[src/rtl/apb_fanout_decoder.sv]
// APB 1-to-NUM_SLV fan-out: decodes the upstream address onto one downstream
// completer, bridges the SETUP/ACCESS phases and returns a registered response.
module apb_fanout_decoder #(
  parameter int                          NUM_SLV     = 4,
  parameter int                          ADDR_W      = 32,
  parameter int                          DATA_W      = 32,
  parameter logic [NUM_SLV*ADDR_W-1:0]   SLV_BASE    = {32'h0000_3000, 32'h0000_2000,
                                                        32'h0000_1000, 32'h0000_0000},
  parameter logic [NUM_SLV*ADDR_W-1:0]   SLV_MASK    = {4{32'hFFFF_F000}},
  parameter int unsigned                 TIMEOUT_CYC = 16
) (
  input  logic                        clk,
  input  logic                        rst,
  input  logic [ADDR_W-1:0]           s_paddr,
  input  logic                        s_psel,
  input  logic                        s_penable,
  input  logic                        s_pwrite,
  input  logic [DATA_W-1:0]           s_pwdata,
  output logic                        s_pready,
  output logic                        s_pslverr,
  output logic [DATA_W-1:0]           s_prdata,
  output logic [ADDR_W-1:0]           m_paddr,
  output logic [DATA_W-1:0]           m_pwdata,
  output logic                        m_pwrite,
  output logic                        m_penable,
  output logic [NUM_SLV-1:0]          m_psel,
  input  logic [NUM_SLV-1:0]          m_pready,
  input  logic [NUM_SLV-1:0]          m_pslverr,
  input  logic [NUM_SLV*DATA_W-1:0]   m_prdata,
  output logic [7:0]                  err_cnt,
  output logic                        busy
);

  localparam int IDX_W = (NUM_SLV > 1) ? $clog2(NUM_SLV) : 1;
  localparam int TMO_W = (TIMEOUT_CYC > 1) ? $clog2(TIMEOUT_CYC) : 1;
  localparam logic [TMO_W-1:0] TMO_LAST = (TIMEOUT_CYC == 32'd0) ? '0 : TMO_W'(TIMEOUT_CYC - 32'd1);

  typedef enum logic [1:0] {
    ST_IDLE   = 2'd0,
    ST_SETUP  = 2'd1,
    ST_ACCESS = 2'd2,
    ST_RESP   = 2'd3
  } state_t;

  // Returns {hit, index}; scanning downward lets the lowest matching index win.
  function automatic logic [IDX_W:0] decode(input logic [ADDR_W-1:0] addr);
    logic             hit;
    logic [IDX_W-1:0] idx;
    hit = 1'b0;
    idx = '0;
    for (int i = NUM_SLV - 1; i >= 0; i--) begin
      if ((addr & SLV_MASK[i*ADDR_W +: ADDR_W]) == SLV_BASE[i*ADDR_W +: ADDR_W]) begin
        hit = 1'b1;
        idx = IDX_W'(i);
      end
    end
    return {hit, idx};
  endfunction

  function automatic logic [NUM_SLV-1:0] onehot(input logic [IDX_W-1:0] idx);
    logic [NUM_SLV-1:0] v;
    v      = '0;
    v[idx] = 1'b1;
    return v;
  endfunction

  state_t              state_r;
  state_t              state_nxt_s;
  logic [ADDR_W-1:0]   addr_r;
  logic [DATA_W-1:0]   wdata_r;
  logic                write_r;
  logic [IDX_W-1:0]    idx_r;
  logic [TMO_W-1:0]    tmo_cnt_r;

  logic [NUM_SLV-1:0]  psel_r;
  logic                penable_r;
  logic                pready_r;
  logic                pslverr_r;
  logic [DATA_W-1:0]   prdata_r;
  logic [7:0]          err_cnt_r;
  logic                busy_r;

  logic                req_s;
  logic                dec_hit_s;
  logic [IDX_W-1:0]    dec_idx_s;
  logic [IDX_W-1:0]    sel_idx_s;
  logic                sel_ready_s;
  logic                sel_err_s;
  logic [DATA_W-1:0]   sel_rdata_s;
  logic                tmo_hit_s;

  logic [NUM_SLV-1:0]  psel_nxt_s;
  logic                penable_nxt_s;
  logic                pready_nxt_s;
  logic                pslverr_nxt_s;
  logic [DATA_W-1:0]   prdata_nxt_s;
  logic                err_inc_s;

  assign req_s                  = s_psel & ~s_penable;
  assign {dec_hit_s, dec_idx_s} = decode(s_paddr);
  assign sel_idx_s              = (state_r == ST_IDLE) ? dec_idx_s : idx_r;
  assign sel_ready_s            = m_pready[idx_r];
  assign sel_err_s              = m_pslverr[idx_r];
  assign sel_rdata_s            = m_prdata[idx_r*DATA_W +: DATA_W];
  assign tmo_hit_s              = (TIMEOUT_CYC != 32'd0) && (tmo_cnt_r == TMO_LAST);

  // State register.
  always_ff @(posedge clk or posedge rst) begin
    if (rst) begin
      state_r <= ST_IDLE;
    end else begin
      state_r <= state_nxt_s;
    end
  end

  // Next-state logic; pready is checked ahead of the timeout so it wins a tie.
  always_comb begin
    state_nxt_s = state_r;
    case (state_r)
      ST_IDLE: begin
        if (req_s) begin
          state_nxt_s = dec_hit_s ? ST_SETUP : ST_RESP;
        end else begin
          state_nxt_s = ST_IDLE;
        end
      end
      ST_SETUP:  state_nxt_s = ST_ACCESS;
      ST_ACCESS: begin
        if (sel_ready_s || tmo_hit_s) begin
          state_nxt_s = ST_RESP;
        end else begin
          state_nxt_s = ST_ACCESS;
        end
      end
      ST_RESP:   state_nxt_s = ST_IDLE;
      default:   state_nxt_s = ST_IDLE;
    endcase
  end

  // Output logic: values the output registers take in the upcoming state.
  always_comb begin
    psel_nxt_s    = '0;
    penable_nxt_s = 1'b0;
    pready_nxt_s  = 1'b0;
    pslverr_nxt_s = 1'b0;
    prdata_nxt_s  = '0;
    err_inc_s     = 1'b0;
    case (state_nxt_s)
      ST_SETUP: begin
        psel_nxt_s = onehot(sel_idx_s);
      end
      ST_ACCESS: begin
        psel_nxt_s    = onehot(idx_r);
        penable_nxt_s = 1'b1;
      end
      ST_RESP: begin
        pready_nxt_s = 1'b1;
        if ((state_r == ST_ACCESS) && sel_ready_s) begin
          prdata_nxt_s  = sel_rdata_s;
          pslverr_nxt_s = sel_err_s;
        end else begin
          // Decode miss or ACCESS timeout.
          pslverr_nxt_s = 1'b1;
          err_inc_s     = 1'b1;
        end
      end
      default: begin
        psel_nxt_s = '0;
      end
    endcase
  end

  // Request capture while idle.
  always_ff @(posedge clk or posedge rst) begin
    if (rst) begin
      addr_r  <= '0;
      wdata_r <= '0;
      write_r <= 1'b0;
      idx_r   <= '0;
    end else if ((state_r == ST_IDLE) && req_s) begin
      addr_r  <= s_paddr;
      wdata_r <= s_pwdata;
      write_r <= s_pwrite;
      idx_r   <= dec_idx_s;
    end
  end

  // ACCESS-phase cycle counter for the timeout.
  always_ff @(posedge clk or posedge rst) begin
    if (rst) begin
      tmo_cnt_r <= '0;
    end else if (state_r == ST_ACCESS) begin
      tmo_cnt_r <= tmo_cnt_r + TMO_W'(1);
    end else begin
      tmo_cnt_r <= '0;
    end
  end

  // Output registers and saturating error counter.
  always_ff @(posedge clk or posedge rst) begin
    if (rst) begin
      psel_r    <= '0;
      penable_r <= 1'b0;
      pready_r  <= 1'b0;
      pslverr_r <= 1'b0;
      prdata_r  <= '0;
      busy_r    <= 1'b0;
      err_cnt_r <= 8'd0;
    end else begin
      psel_r    <= psel_nxt_s;
      penable_r <= penable_nxt_s;
      pready_r  <= pready_nxt_s;
      pslverr_r <= pslverr_nxt_s;
      prdata_r  <= prdata_nxt_s;
      busy_r    <= (state_nxt_s != ST_IDLE);
      if (err_inc_s && (err_cnt_r != 8'hFF)) begin
        err_cnt_r <= err_cnt_r + 8'd1;
      end
    end
  end

  assign m_paddr   = addr_r;
  assign m_pwdata  = wdata_r;
  assign m_pwrite  = write_r;
  assign m_psel    = psel_r;
  assign m_penable = penable_r;
  assign s_pready  = pready_r;
  assign s_pslverr = pslverr_r;
  assign s_prdata  = prdata_r;
  assign err_cnt   = err_cnt_r;
  assign busy      = busy_r;

endmodule

[config.mk]
export PLATFORM = sky130hd
export DESIGN_NAME = apb_fanout_decoder
export DESIGN_NICKNAME = d
export VERILOG_FILES = /design/src/rtl/apb_fanout_decoder.sv
export SDC_FILE = /design/constraint.sdc
export NUM_CORES = 1
export LEC_CHECK = 0
export CORE_MARGIN = 2
export CORE_UTILIZATION = 35
export DETAILED_ROUTE_END_ITERATION = 7
export PLACE_DENSITY = 0.86
export SLEW_MARGIN = 25
export SYNTH_ARGS = -nofsm -noshare
export SYNTH_HDL_FRONTEND = slang
export SYNTH_SLANG_ARGS = --single-unit
[constraint.sdc]
create_clock -name clk -period 3.75 [get_ports clk]
set_clock_uncertainty 0.05 [all_clocks]
set_input_delay 0.5625 -clock clk [delete_from_list [all_inputs] [get_ports clk]]
set_output_delay 0.5625 -clock clk [all_outputs]
set_load 0.1 [all_outputs]
### After elaboration in Yosys (flattened, before gate mapping)

Cells that the tools add are included.
Widths: inputs -> output; s select.

| storage, ports and cells | value |
|---|---|
| bits in registers | 121 |
| word-level logic and storage cells | 73 |

| operators by class | value |
|---|---|
| $add $sub $neg | 2 |
| order comparisons | 4 |
| equality and inequality tests | 11 |
| shifts and indexed selects | 1 |
| mux-type cells | 31 |
| bitwise gates (word level) | 2 |
| reduce and logical (&&, ||, !) cells | 9 |

Operators with widths:

| cell | number |
|---|---|
| $shiftx 128x8->32 | 1 |
| $mux 32 | 2 |
| $eq 20x2->1 const B | 2 |
| $logic_not 32->1 | 1 |
| $eq 20x1->1 const B | 1 |
| $mux 1 | 15 |
| $mux 2 | 7 |
| $add 8x1->8 const B | 1 |
| $eq 2x2->1 const B | 4 |
| $ne 8x8->1 const B | 1 |
| $pmux 2 s4 | 1 |
| $pmux 4 s2 | 1 |
| $lt 2x3->1 const B | 2 |
| $logic_and 1x1->1 | 5 |
| $add 4x1->4 const B | 1 |
| $bmux 1 s2 | 2 |
| $demux 1 s2 | 2 |
| $eq 2x1->1 const B | 2 |
| $eq 4x4->1 const B | 1 |
| $ge 2x1->1 const B | 2 |
| $mux 4 | 1 |
| $logic_not 2->1 | 1 |
| $reduce_bool 2->1 | 1 |
| $and 1x1->1 | 1 |
| other kinds (2) | 2 |

### Longest topological paths before layout

Gate-level depths: netlist of the first run.

| logic depth | value |
|---|---|
| depth in word-level cells | 11 |
| gate-level depth with buffers | 10 |
| mapped depth without buffers | 10 |

### Worst setup path before layout of the first run

Ideal clock, no wire load.

| path | value |
|---|---|
| path kind | input to register |
| start point | input s_paddr[27] |
| end point | register err_cnt_r[1], in the netlist err_cnt[1] |
| library setup time | 0.128 ns |
| arrival | 2.697 ns |
| data required time | 3.572 ns |
| path slack | 0.875 ns |
| stages | 8 |
| cells stage by stage | or4_1 > nor4_4 > nand2_1 > a31o_1 > ha_1 > o21ai_0 > nand2b_1 > mux2_1 |

| between the ends | value |
|---|---|
| word-level cells in the longest chain between the ends | 11 |
| elaborated cells between the ends (all ways) | 14 |
| those cells by class | 4 x eq/ne; 8 x mux; 2 x reduce/logical |

Ends and longest elaborated chain:

| what | line | RTL |
|---|---|---|
| from (decl) | 14 | `input logic [ADDR_W-1:0] s_paddr,` |
| $eq 20x2->1 | 52 | `if ((addr & SLV_MASK[i*ADDR_W +: ADDR_W]) == SLV_BASE[i*ADDR_W +: ADDR_W]) begin` |
| $mux 1 (3 in a row) | 52 |  |
| $mux 1 (*) | 52 |  |
| $mux 2 (*) | 122 | `state_nxt_s = dec_hit_s ? ST_SETUP : ST_RESP;` |
| $mux 2 (*) | 121 | `if (req_s) begin` |
| $pmux 2 s4 (*) | 119 | `case (state_r)` |
| named net state_nxt_s[1] | 68 | `state_t state_nxt_s;` |
| $eq 2x2->1 (*) | 148 | `case (state_nxt_s)` |
| $mux 1 (*) | 148 |  |
| $logic_and 1x1->1 (*) | 216 | `if (err_inc_s && (err_cnt_r != 8'hFF)) begin` |
| to (signal assigned) | 217 | `err_cnt_r <= err_cnt_r + 8'd1;` |
| to (decl) | 80 | `logic [7:0] err_cnt_r;` |

The timed path passes the listed nets; every way through them passes the cells marked *.
A chain may end at the register's enable or synchronous reset.

### Worst setup path after layout of the first run

| path | value |
|---|---|
| start point | input s_paddr[19] |
| end point | register err_cnt_r[1], in the netlist err_cnt[1] |

Same word-level chain as after synthesis.

==> run_results.csv, run 1 <==
group,metric,value,unit
status,status,"finished, final reports clean",
timing,period_minus_slack,3.10,ns
flow_run,drv_cap,0,
finish,num-fill-cells,1143,
setup_path,r2r.worst_path.cells,8,
place,dp_cells,881,
timing,worst_slew_pin_slew,1.03,ns
power,cellPowerDensity,874,nW/um^2
detailed_routing,wl_per_cell,18.8,um
global_route,grt_pass1_vias,4907,
clocking,h-tree-depth,4,
setup_path,worstSetupEndpointType,"flip-flop",
finish,finalNetCount,903,
finish,instances_no_fill,912,
setup_path,max_stage_delay,0.58,ns
power,irDropWorstVdd,889,uV
synth,synth_cell_types,40,
place,gp_congestion,1.01,
global_route,grt_usage,20.7,%
synth,async_flop_share,100,%
timing,rsz0062_at_grt,"no",
synth,yosys_warnings,0,
detailed_routing,drt_pass1_iterations,4,
synth,syn-instance-count,370,
place,hpwl,13300,um
setup_path,path_class,"in -> reg",
timing,clock.fmax,323,MHz
synth,synth_seq_area_share,55.3,%
clocking,cts_max_path_buffers,2,
synth,synth_top_flop_cell,"dfrtp_1",
synth,syn_area,5470,um^2
synth,synth_edf_count,0,
detailed_routing,dr.first_iter.drc_count,244,
detailed_routing,ant_nets,0,
timing,post-route-period-util,82.7,%
power,power.total,8260,uW
finish,final_common_cell,"clkdlybuf4s50_1",
setup_path,path_cells,"clkdlybuf4s50_1 -> or4_1 -> nor2_1 -> nand2_1 -> a31o_1 -> ha_1 -> o21ai_0 -> nand2b_1 -> mux2_1",
floorplan,ioPinCount,318,
detailed_routing,via_per_inst,4.86,
timing,slew_violations,0,
power,power.leakage,0.00397,uW
detailed_routing,drc,0,
setup_path,worstPathRequired,3.98,ns
clocking,post_cts_resized,0,
global_route,grt-ovfl-total,0,
finish,final_cell_mix,"clkdlybuf4s50_1, dfrtp_1, mux2_2",
clocking,numCtsBuffers,17,
setup_path,arrival,3.33,ns
clocking,path_clk_slew,0.05,ns
timing,setup_slack,0.650,ns
floorplan,initial_utilization,35.9,%
detailed_routing,num_vias,4429,
floorplan,die_w,129,um
synth,syn_nets,584,
detailed_routing,routed_wl,17100,um
timing,hold_viol,0,
place,io_buffers,317,
global_route,grt_pass1_wl,26000,um
hold_path,holdCritPathClass,"reg -> reg",
finish,area_growth,72.8,%
floorplan,die_y,129,um
clocking,clock_sinks,121,
floorplan,fp-row-count,45,
clocking,cts_root_buffer,"clkbuf_16",
clocking,postCtsSetupBuffers,0,
setup_path,cp_max_fo,6,
clocking,cts_hold_buf,0,
global_route,antenna_found_initial,0,
finish,drive_gt1_share,20.3,%
timing,setup-violations-final,0,
place,place_ws,0.261,ns
finish,antenna_cells,0,
setup_path,cp-start-kind,"input port",
setup_path,slowest_stage,"or4_1",
floorplan,die_area,16600,um^2
clocking,cts_tree,"done",
hold_path,hold_depth,1,
timing,fin_setup_tns,0,ns
synth,synth-seq-cells,121,
global_route,grt_max_degree,122,
floorplan,core_region_area,15300,um^2
synth,avgSynthCellArea,14.8,um^2
timing,timing.slew.headroom,31.3,%
clocking,clock_latency,0.39,ns
worst max-delay path, delay by kind of cell:
family	cells	cell delay, ns
multiplexers	1	0.33
AO/OA/AOI/OAI	2	0.43
buffers and inverters	1	0.44
AND/OR/NAND/NOR	4	1.32
adder cells (fa/ha/maj)	1	0.23
path summary, 6_finish.rpt:
kind	start	to	slack [ns]
min in group asynchronous	rst	m_paddr[4]$_DFFE_PP0P_	0.65
setup reg to reg	idx_r[0]$_DFFE_PP0P_	err_cnt[1]$_DFFE_PP0P_	1.22
hold / removal	tmo_cnt_r[0]$_DFF_PP0_	tmo_cnt_r[0]$_DFF_PP0_	0.42
hold reg to reg	tmo_cnt_r[0]$_DFF_PP0_	tmo_cnt_r[0]$_DFF_PP0_	0.42
max in group asynchronous	rst	idx_r[0]$_DFFE_PP0P_	2.51
setup / recovery	s_paddr[19]	err_cnt[1]$_DFFE_PP0P_	0.65
routing by layer:
metal  track usage, %  vias up  wire length, um
li1                 -     2009                -
met1             24.6     2195             6650
met4             8.89        0              584
met2             34.5      181             8800
met5                0        -                0
met3             7.18       44             1080
cells in the mapped netlist (all sizes together), types with 2 or more instances:
library cell,number,area (um^2)
dfrtp,121,3030
mux2,65,732
and3,34,213
mux4,34,766
nand2,14,52.6
clkbuf,12,45.0
buf,11,53.8
ha,9,113
inv,6,22.5
nand3,6,30.0
o21ai,6,30.0
and2,5,31.3
nor2b,5,31.3
or4,5,41.3
xor2,5,43.8
nor2,4,15.0
a31oi,3,18.8
nor4,3,33.8
xnor2,3,33.8
a21oi,2,10.0
a31o,2,17.5
nor3,2,10.0
o21a,2,15.0
o32ai,2,17.5
or2,2,12.5
state kept, by name, summed over array words and instances (netlist names):
name	flops
m_paddr	32
m_pwdata	32
s_prdata	32
err_cnt	8
m_psel	4
tmo_cnt_r	4
idx_r	2
state_r	2
busy	1
m_penable	1
m_pwrite	1
s_pready	1
s_pslverr	1
cell families after synthesis:
group                      count (synthesis)  share of synthesized area (%)
buffers and inverters                     29                           2.22
DFF                                      121                           55.3
adders and majority gates                  9                           2.06
muxes                                     99                           27.4
AOI/OAI and AO/OA                         20                           2.47
and+or+nand+nor                           84                           9.12
xor gates and xnor gates                   8                           1.42
final cells by class:
cell class,instances,area [um^2],area share (%)
multi-input combinational,220,2320,24.6
sequential,121,3030,32.0
clock buffer,25,515,5.45
timing repair buffer,323,3230,34.2
tap,211,264,2.79
inverter,6,26.3,0.278
clock inverter,6,62.6,0.662
stage by stage:
step | util, % | cell area, um^2 | hold slack [ns]
final | 62.0 | 9450 | 0.419
after global routing | 62.0 | 9450 | 0.447
after CTS | 62.0 | 9450 | 0.415
after detailed placement | 58.2 | 8870 | 0.407
after global placement | 58.2 | 8870 | 0.396
after floorplan | - | 5480 | 0.382
power breakdown:
part / internal [uW] / total (uW) / switching (uW)
combinational: 1240 / 4760 / 3530
sequential: 1720 / 1940 / 223
clock: 1010 / 1550 / 544
Power figures use the tool's default switching activity.
==> inputs of run 2 (changes only) <==
==> constraint.sdc (replaced) <==
create_clock -name clk -period 2.6 [get_ports clk]
set_clock_uncertainty 0.05 [all_clocks]
set_input_delay 0.39 -clock clk [delete_from_list [all_inputs] [get_ports clk]]
set_output_delay 0.39 -clock clk [all_outputs]
set_load 0.1 [all_outputs]
==> run 2 against run 1 <==
Against the previous run:
- global-route usage shrank 0.63 points
- setup slack worse by 0.56 ns
- sequential power grew 45%
- utilization increased by 0.082 points
- final area increased by 0.13%
- largest cell class unchanged
==> run_results.csv, run 2 (synthesis gave the netlist of run 1 again) <==
group,metric,value,unit
power,irDropWorstVdd,1660,uV
hold_path,worstHoldStart,"s_paddr[28]",
detailed_routing,num_vias,4530,
power,p_switching,6370,uW
global_route,grt-ovfl-total,0,
setup_path,arrival,2.75,ns
timing,clock.fmax,398,MHz
power,power.leakage,0.00431,uW
global_route,grt_max_degree,74,
timing,period_minus_slack,2.51,ns
finish,final_common_cell,"clkdlybuf4s50_1",
timing,slew_violations,0,
timing,setup-violations-final,0,
floorplan,die_w,129,um
place,hpwl,12900,um
floorplan,die_area,16600,um^2
timing,holdWs,0.214,ns
floorplan,ioPinCount,318,
finish,final_cell_mix,"clkdlybuf4s50_1, buf_4, dfrtp_1",
setup_path,r2r.worst_path.cells,9,
clocking,cts_hold_buf,0,
flow_run,drv_cap,0,
timing,timing.slew.headroom,55.2,%
setup_path,rr_endpoint,"err_cnt[5]$_DFFE_PP0P_",
place,gp_congestion,0.943,
clocking,h-tree-depth,4,
detailed_routing,drc,0,
finish,drive_gt1_share,40.9,%
power,p_comb_share,57.5,%
detailed_routing,via_per_inst,4.83,
finish,final_core_util,62.0,%
setup_path,r2r-start,"state_r[1]$_DFF_PP0_",
power,power_frac_seq,23.7,%
clocking,path_clk_slew,0.06,ns
setup_path,path_class,"reg -> reg",
power,clkPwrFrac,18.8,%
finish,area_growth,73.0,%
detailed_routing,wl_met1,6280,um
clocking,clock_latency,0.41,ns
floorplan,initial_utilization,35.9,%
clocking,clock_sinks,121,
place,io_buffers,317,
timing,hold_viol,0,
finish,design_area,9470,um^2
detailed_routing,drt_pass1_iterations,4,
power,p_sw_share,53.6,%
detailed_routing,route.met2.wl,9050,um
floorplan,core_region_area,15300,um^2
detailed_routing,routed_wl,16700,um
clocking,numCtsBuffers,17,
global_route,grt_pass1_vias,4915,
setup_path,worstPathRequired,2.83,ns
timing,fin_setup_tns,0,ns
setup_path,cp_max_fo,5,
hold_path,hold_depth,2,
floorplan,die_y,129,um
clocking,cts_max_path_buffers,2,
setup_path,path_cells,"inv_1 -> ha_1 -> nor2b_1 -> a31o_4 -> ha_2 -> o21ai_2 -> buf_4 -> or4_4 -> xnor2_2",
clocking,cts_root_buffer,"clkbuf_16",
detailed_routing,dr.first_iter.drc_count,151,
global_route,antenna_found_initial,0,
floorplan,fp-row-count,45,
finish,finalNetCount,928,
finish,num-fill-cells,1155,
detailed_routing,met3_length,999,um
status,status,"finished, final reports clean",
power,cellPowerDensity,1260,nW/um^2
setup_path,worstSetupEndpointType,"flip-flop",
setup_path,rrSetupSlack,0.09,ns
power,p_int,5530,uW
global_route,grt_pass1_wl,25300,um
setup_path,cp-start-kind,"flip-flop",
detailed_routing,wl_per_cell,17.8,um
finish,antenna_cells,0,
place,placed_cell_area,8780,um^2
clocking,cts_tree,"done",
finish,instances_no_fill,938,
detailed_routing,maxUsedRoutingLayer,"met4",
detailed_routing,ant_nets,0,
hold_path,hold_end,"m_paddr[28]$_DFFE_PP0P_",
global_route,grt_usage,20.1,%
hold_path,holdCritPathClass,"in -> reg",
timing,worst_slew_pin_slew,0.672,ns
setup_path,max_stage_delay,0.49,ns
timing,post-route-period-util,96.6,%
place,dp_cells,902,
setup_path,slowest_stage,"or4_4",
==> run 2: cell types whose count changed in the layout (fill, tap and decap cells not counted), sizes merged <==
cell	previous run	this run
dlygate4sd2	0	3
clkinvlp	4	6
clkinv	2	4
inv	5	10
clkdlybuf4s50	317	197
dlymetal6s2s	0	4
clkbuf	25	17
buf	6	144
==> run 2: worst max path at each step <==
stage                                    start                     end  slack, ns  cells past startpoint
final                     state_r[1]$_DFF_PP0_  err_cnt[5]$_DFFE_PP0P_       0.09                      9
after global routing               s_paddr[19]     m_psel[2]$_DFF_PP0_      -0.03                     10
after CTS                          s_paddr[23]     m_psel[2]$_DFF_PP0_       0.06                     10
after detailed placement           s_paddr[27]     m_psel[2]$_DFF_PP0_      -0.65                     10
after global placement             s_paddr[27]     m_psel[2]$_DFF_PP0_      -0.41                     10
after floorplan                    s_paddr[27]  err_cnt[1]$_DFFE_PP0P_       0.03                      8
==> run 2: metrics by stage <==
stage | worst slack (ns) | power (uW)
final | 0.0897 | 11900
after global routing | -0.0332 | 12300
after CTS | 0.0578 | 11900
after detailed placement | -0.647 | 9600
after global placement | -0.410 | 9490
after floorplan | 0.0300 | 7890
==> run 2: cell type report <==
class                   instances  area [um^2]  share of cell area, %
multi-input cells             220         2420                   25.6
flip-flops and latches        121         3030                   32.0
clock inverters                15          145                   1.53
inverters                       6         26.3                  0.278
well taps                     211          264                   2.79
repair buffers                348         3150                   33.3
clock buffers                  17          425                   4.49
==> run 2: metal layers <==
layer	up-vias	track usage, %
met2	179	36.0
met1	2255	22.9
met4	0	6.65
li1	2066	-
met3	30	6.23
met5	-	0
==> run 2: repair_timing <==
action                                  CTS  global route
gates resized for setup                  11             9
setup buffers                             2             2
endpoints found under the setup margin    4             6
pin swaps                                 6             6
==> run 2: critical path: cells and delay by family, from the launching register on <==
kind / cells / cell delay (ns)
xor gates and xnor gates: 1 / 0.15
AOI/OAI and AO/OA: 2 / 0.26
adders and majority gates: 2 / 0.52
buffers and inverters: 2 / 0.21
DFF: 1 / 0.36
and+or+nand+nor: 2 / 0.84
==> run 2: power groups by stage <==
stage | clock [uW] | sequential (uW) | combinational (uW)
detailed placement | 0 | 2850 | 6760
global route | 2370 | 2900 | 7070
floorplan | 0 | 6980 | 915
finish | 2230 | 2820 | 6840
CTS | 2280 | 2830 | 6820
global placement | 0 | 2810 | 6680
==> inputs of run 3 (changes only) <==
--- a/config.mk
+++ b/config.mk
@@ -5,6 +5,7 @@
 export SDC_FILE = /design/constraint.sdc
 export NUM_CORES = 1
 export LEC_CHECK = 0
+export CORE_ASPECT_RATIO = 0.6
 export CORE_MARGIN = 2
 export CORE_UTILIZATION = 35
 export DETAILED_ROUTE_END_ITERATION = 7
==> run 3 against run 2 <==
Against the previous run:
- final cell count is 1.3% lower
- final area is 0.34% lower
- setup slack worse by 0.013 ns
- global-route usage is 0.90 points higher
- die area is 0.20% higher
- sequential share of layout area is 0.11 points higher
- wire length is 5.4% higher
- register-to-register slack better by 0.07 ns
- via count is 0.33% lower
- first-iteration DRC count is 4.6% lower
- sequential power hardly changed
- critical path type is now in -> reg
==> run_results.csv, run 3 (synthesis gave the netlist of run 1 again) <==
group,metric,value,unit
clocking,cts_hold_buf,0,
timing,post-route-period-util,97.1,%
global_route,grt_usage,21.0,%
floorplan,ioPinCount,318,
power,cellPowerDensity,1260,nW/um^2
detailed_routing,num_vias,4515,
setup_path,path_class,"in -> reg",
timing,period_minus_slack,2.52,ns
detailed_routing,dr.first_iter.drc_count,144,
power,irDropWorstVdd,1360,uV
detailed_routing,via_per_inst,4.88,
floorplan,die_w,165,um
timing,fin_setup_tns,0,ns
detailed_routing,routed_wl,17600,um
setup_path,arrival,2.77,ns
floorplan,die_area,16700,um^2
timing,rsz0062_at_grt,"no",
hold_path,hold_depth,2,
place,place_ws,-0.679,ns
power,power.leakage,0.00430,uW
finish,area_growth,72.4,%
place,dp_cells,889,
timing,setup_slack,0.0765,ns
global_route,antenna_found_initial,0,
detailed_routing,wl_per_cell,19.0,um
setup_path,rr_endpoint,"m_psel[2]$_DFF_PP0_",
clocking,h-tree-depth,4,
finish,final_cell_mix,"clkdlybuf4s50_1, buf_4, dfrtp_1",
global_route,grt_pass1_wl,26700,um
global_route,grt_max_degree,69,
setup_path,worstPathRequired,2.85,ns
floorplan,core_region_area,15300,um^2
setup_path,worstSetupEndpointType,"flip-flop",
finish,finalNetCount,924,
floorplan,initial_utilization,35.7,%
timing,timing.slew.headroom,55.2,%
timing,worst_slew_pin_slew,0.672,ns
hold_path,hold_end,"m_paddr[23]$_DFFE_PP0P_",
clocking,numCtsBuffers,17,
flow_run,drv_cap,0,
floorplan,fp-row-count,35,
global_route,grt_pass1_vias,5008,
finish,instances_no_fill,926,
detailed_routing,drc,0,
place,gp_congestion,0.897,
timing,setup-violations-final,0,
finish,num-fill-cells,1168,
setup_path,rrSetupSlack,0.16,ns
status,status,"finished, final reports clean",
global_route,grt-ovfl-total,0,
clocking,path_clk_slew,0.06,ns
finish,drive_gt1_share,40.8,%
setup_path,r2r-start,"idx_r[0]$_DFFE_PP0P_",
clocking,cts_tree,"done",
setup_path,slowest_stage,"or4_1",
setup_path,path_cells,"clkdlybuf4s50_1 -> or4_1 -> nor2_1 -> nand2_2 -> a31oi_4 -> ha_4 -> nor2b_4 -> and2_4 -> a31oi_2 -> o32ai_2",
hold_path,holdCritPathClass,"in -> reg",
hold_path,worstHoldStart,"s_paddr[23]",
clocking,clock_latency,0.41,ns
setup_path,r2r.worst_path.cells,9,
setup_path,max_stage_delay,0.54,ns
setup_path,cp-start-kind,"input port",
clocking,cts_max_path_buffers,2,
detailed_routing,drt_pass1_iterations,4,
timing,clock.fmax,396,MHz
place,io_buffers,317,
detailed_routing,ant_nets,0,
timing,holdWs,0.220,ns
timing,slew_violations,0,
clocking,clock_sinks,121,
clocking,cts_root_buffer,"clkbuf_16",
floorplan,die_y,101,um
timing,hold_viol,0,
finish,antenna_cells,0,
setup_path,cp_max_fo,3,
finish,final_common_cell,"clkdlybuf4s50_1",
place,hpwl,13500,um
[run 3: final cells by class]
type,count,area (um^2),share of cell area (%)
inverter,6,26.3,0.279
multi-input combinational,220,2450,25.9
clock inverter,14,115,1.22
timing repair buffer,344,3130,33.2
clock buffer,18,429,4.55
sequential,121,3030,32.1
tap,203,254,2.69
[run 3: repair_timing]
action | in CTS | in global routing
resized for setup | 15 | 9
setup buffers | 3 | 2
endpoints found under the setup margin | 5 | 30
pin swaps | 7 | 7
cloned | 0 | 0
[run 3: layer usage]
metal	part of all wire [%]	track usage [%]
met1	42	26.4
met2	48	35.7
met3	6.9	5.51
met4	2.3	6.96
met5	0	0
[run 3: metrics by stage]
step	cell area (um^2)	util [%]	total power [uW]
after global placement	8730	57.0	9490
after detailed placement	8730	57.0	9630
after CTS	9390	61.3	11900
after global routing	9430	61.5	12300
after floorplan	5490	-	7890
final	9430	61.5	11900
[run 3: critical path: cells and delay by family]
family	cells	cell delay [ns]
buf+inv	1	0.43
simple gates	5	1.19
fa+ha+maj	1	0.18
compound gates	3	0.59
[run 3: worst max path at each step]
stage | startpoint | end | cells after the start
floorplan | s_paddr[27] | err_cnt[1]$_DFFE_PP0P_ | 8
global placement | s_paddr[27] | m_psel[2]$_DFF_PP0_ | 10
detailed placement | s_paddr[27] | m_psel[2]$_DFF_PP0_ | 10
CTS | s_paddr[22] | m_psel[2]$_DFF_PP0_ | 10
global route | m_pready[3] | m_psel[2]$_DFF_PP0_ | 10
finish | s_paddr[19] | m_psel[2]$_DFF_PP0_ | 10
[run 3: where the power goes]
group          internal, uW  switching [uW]
clock network          1240             917
logic                  1720            5160
registers              2480             356
total                  5440            6440
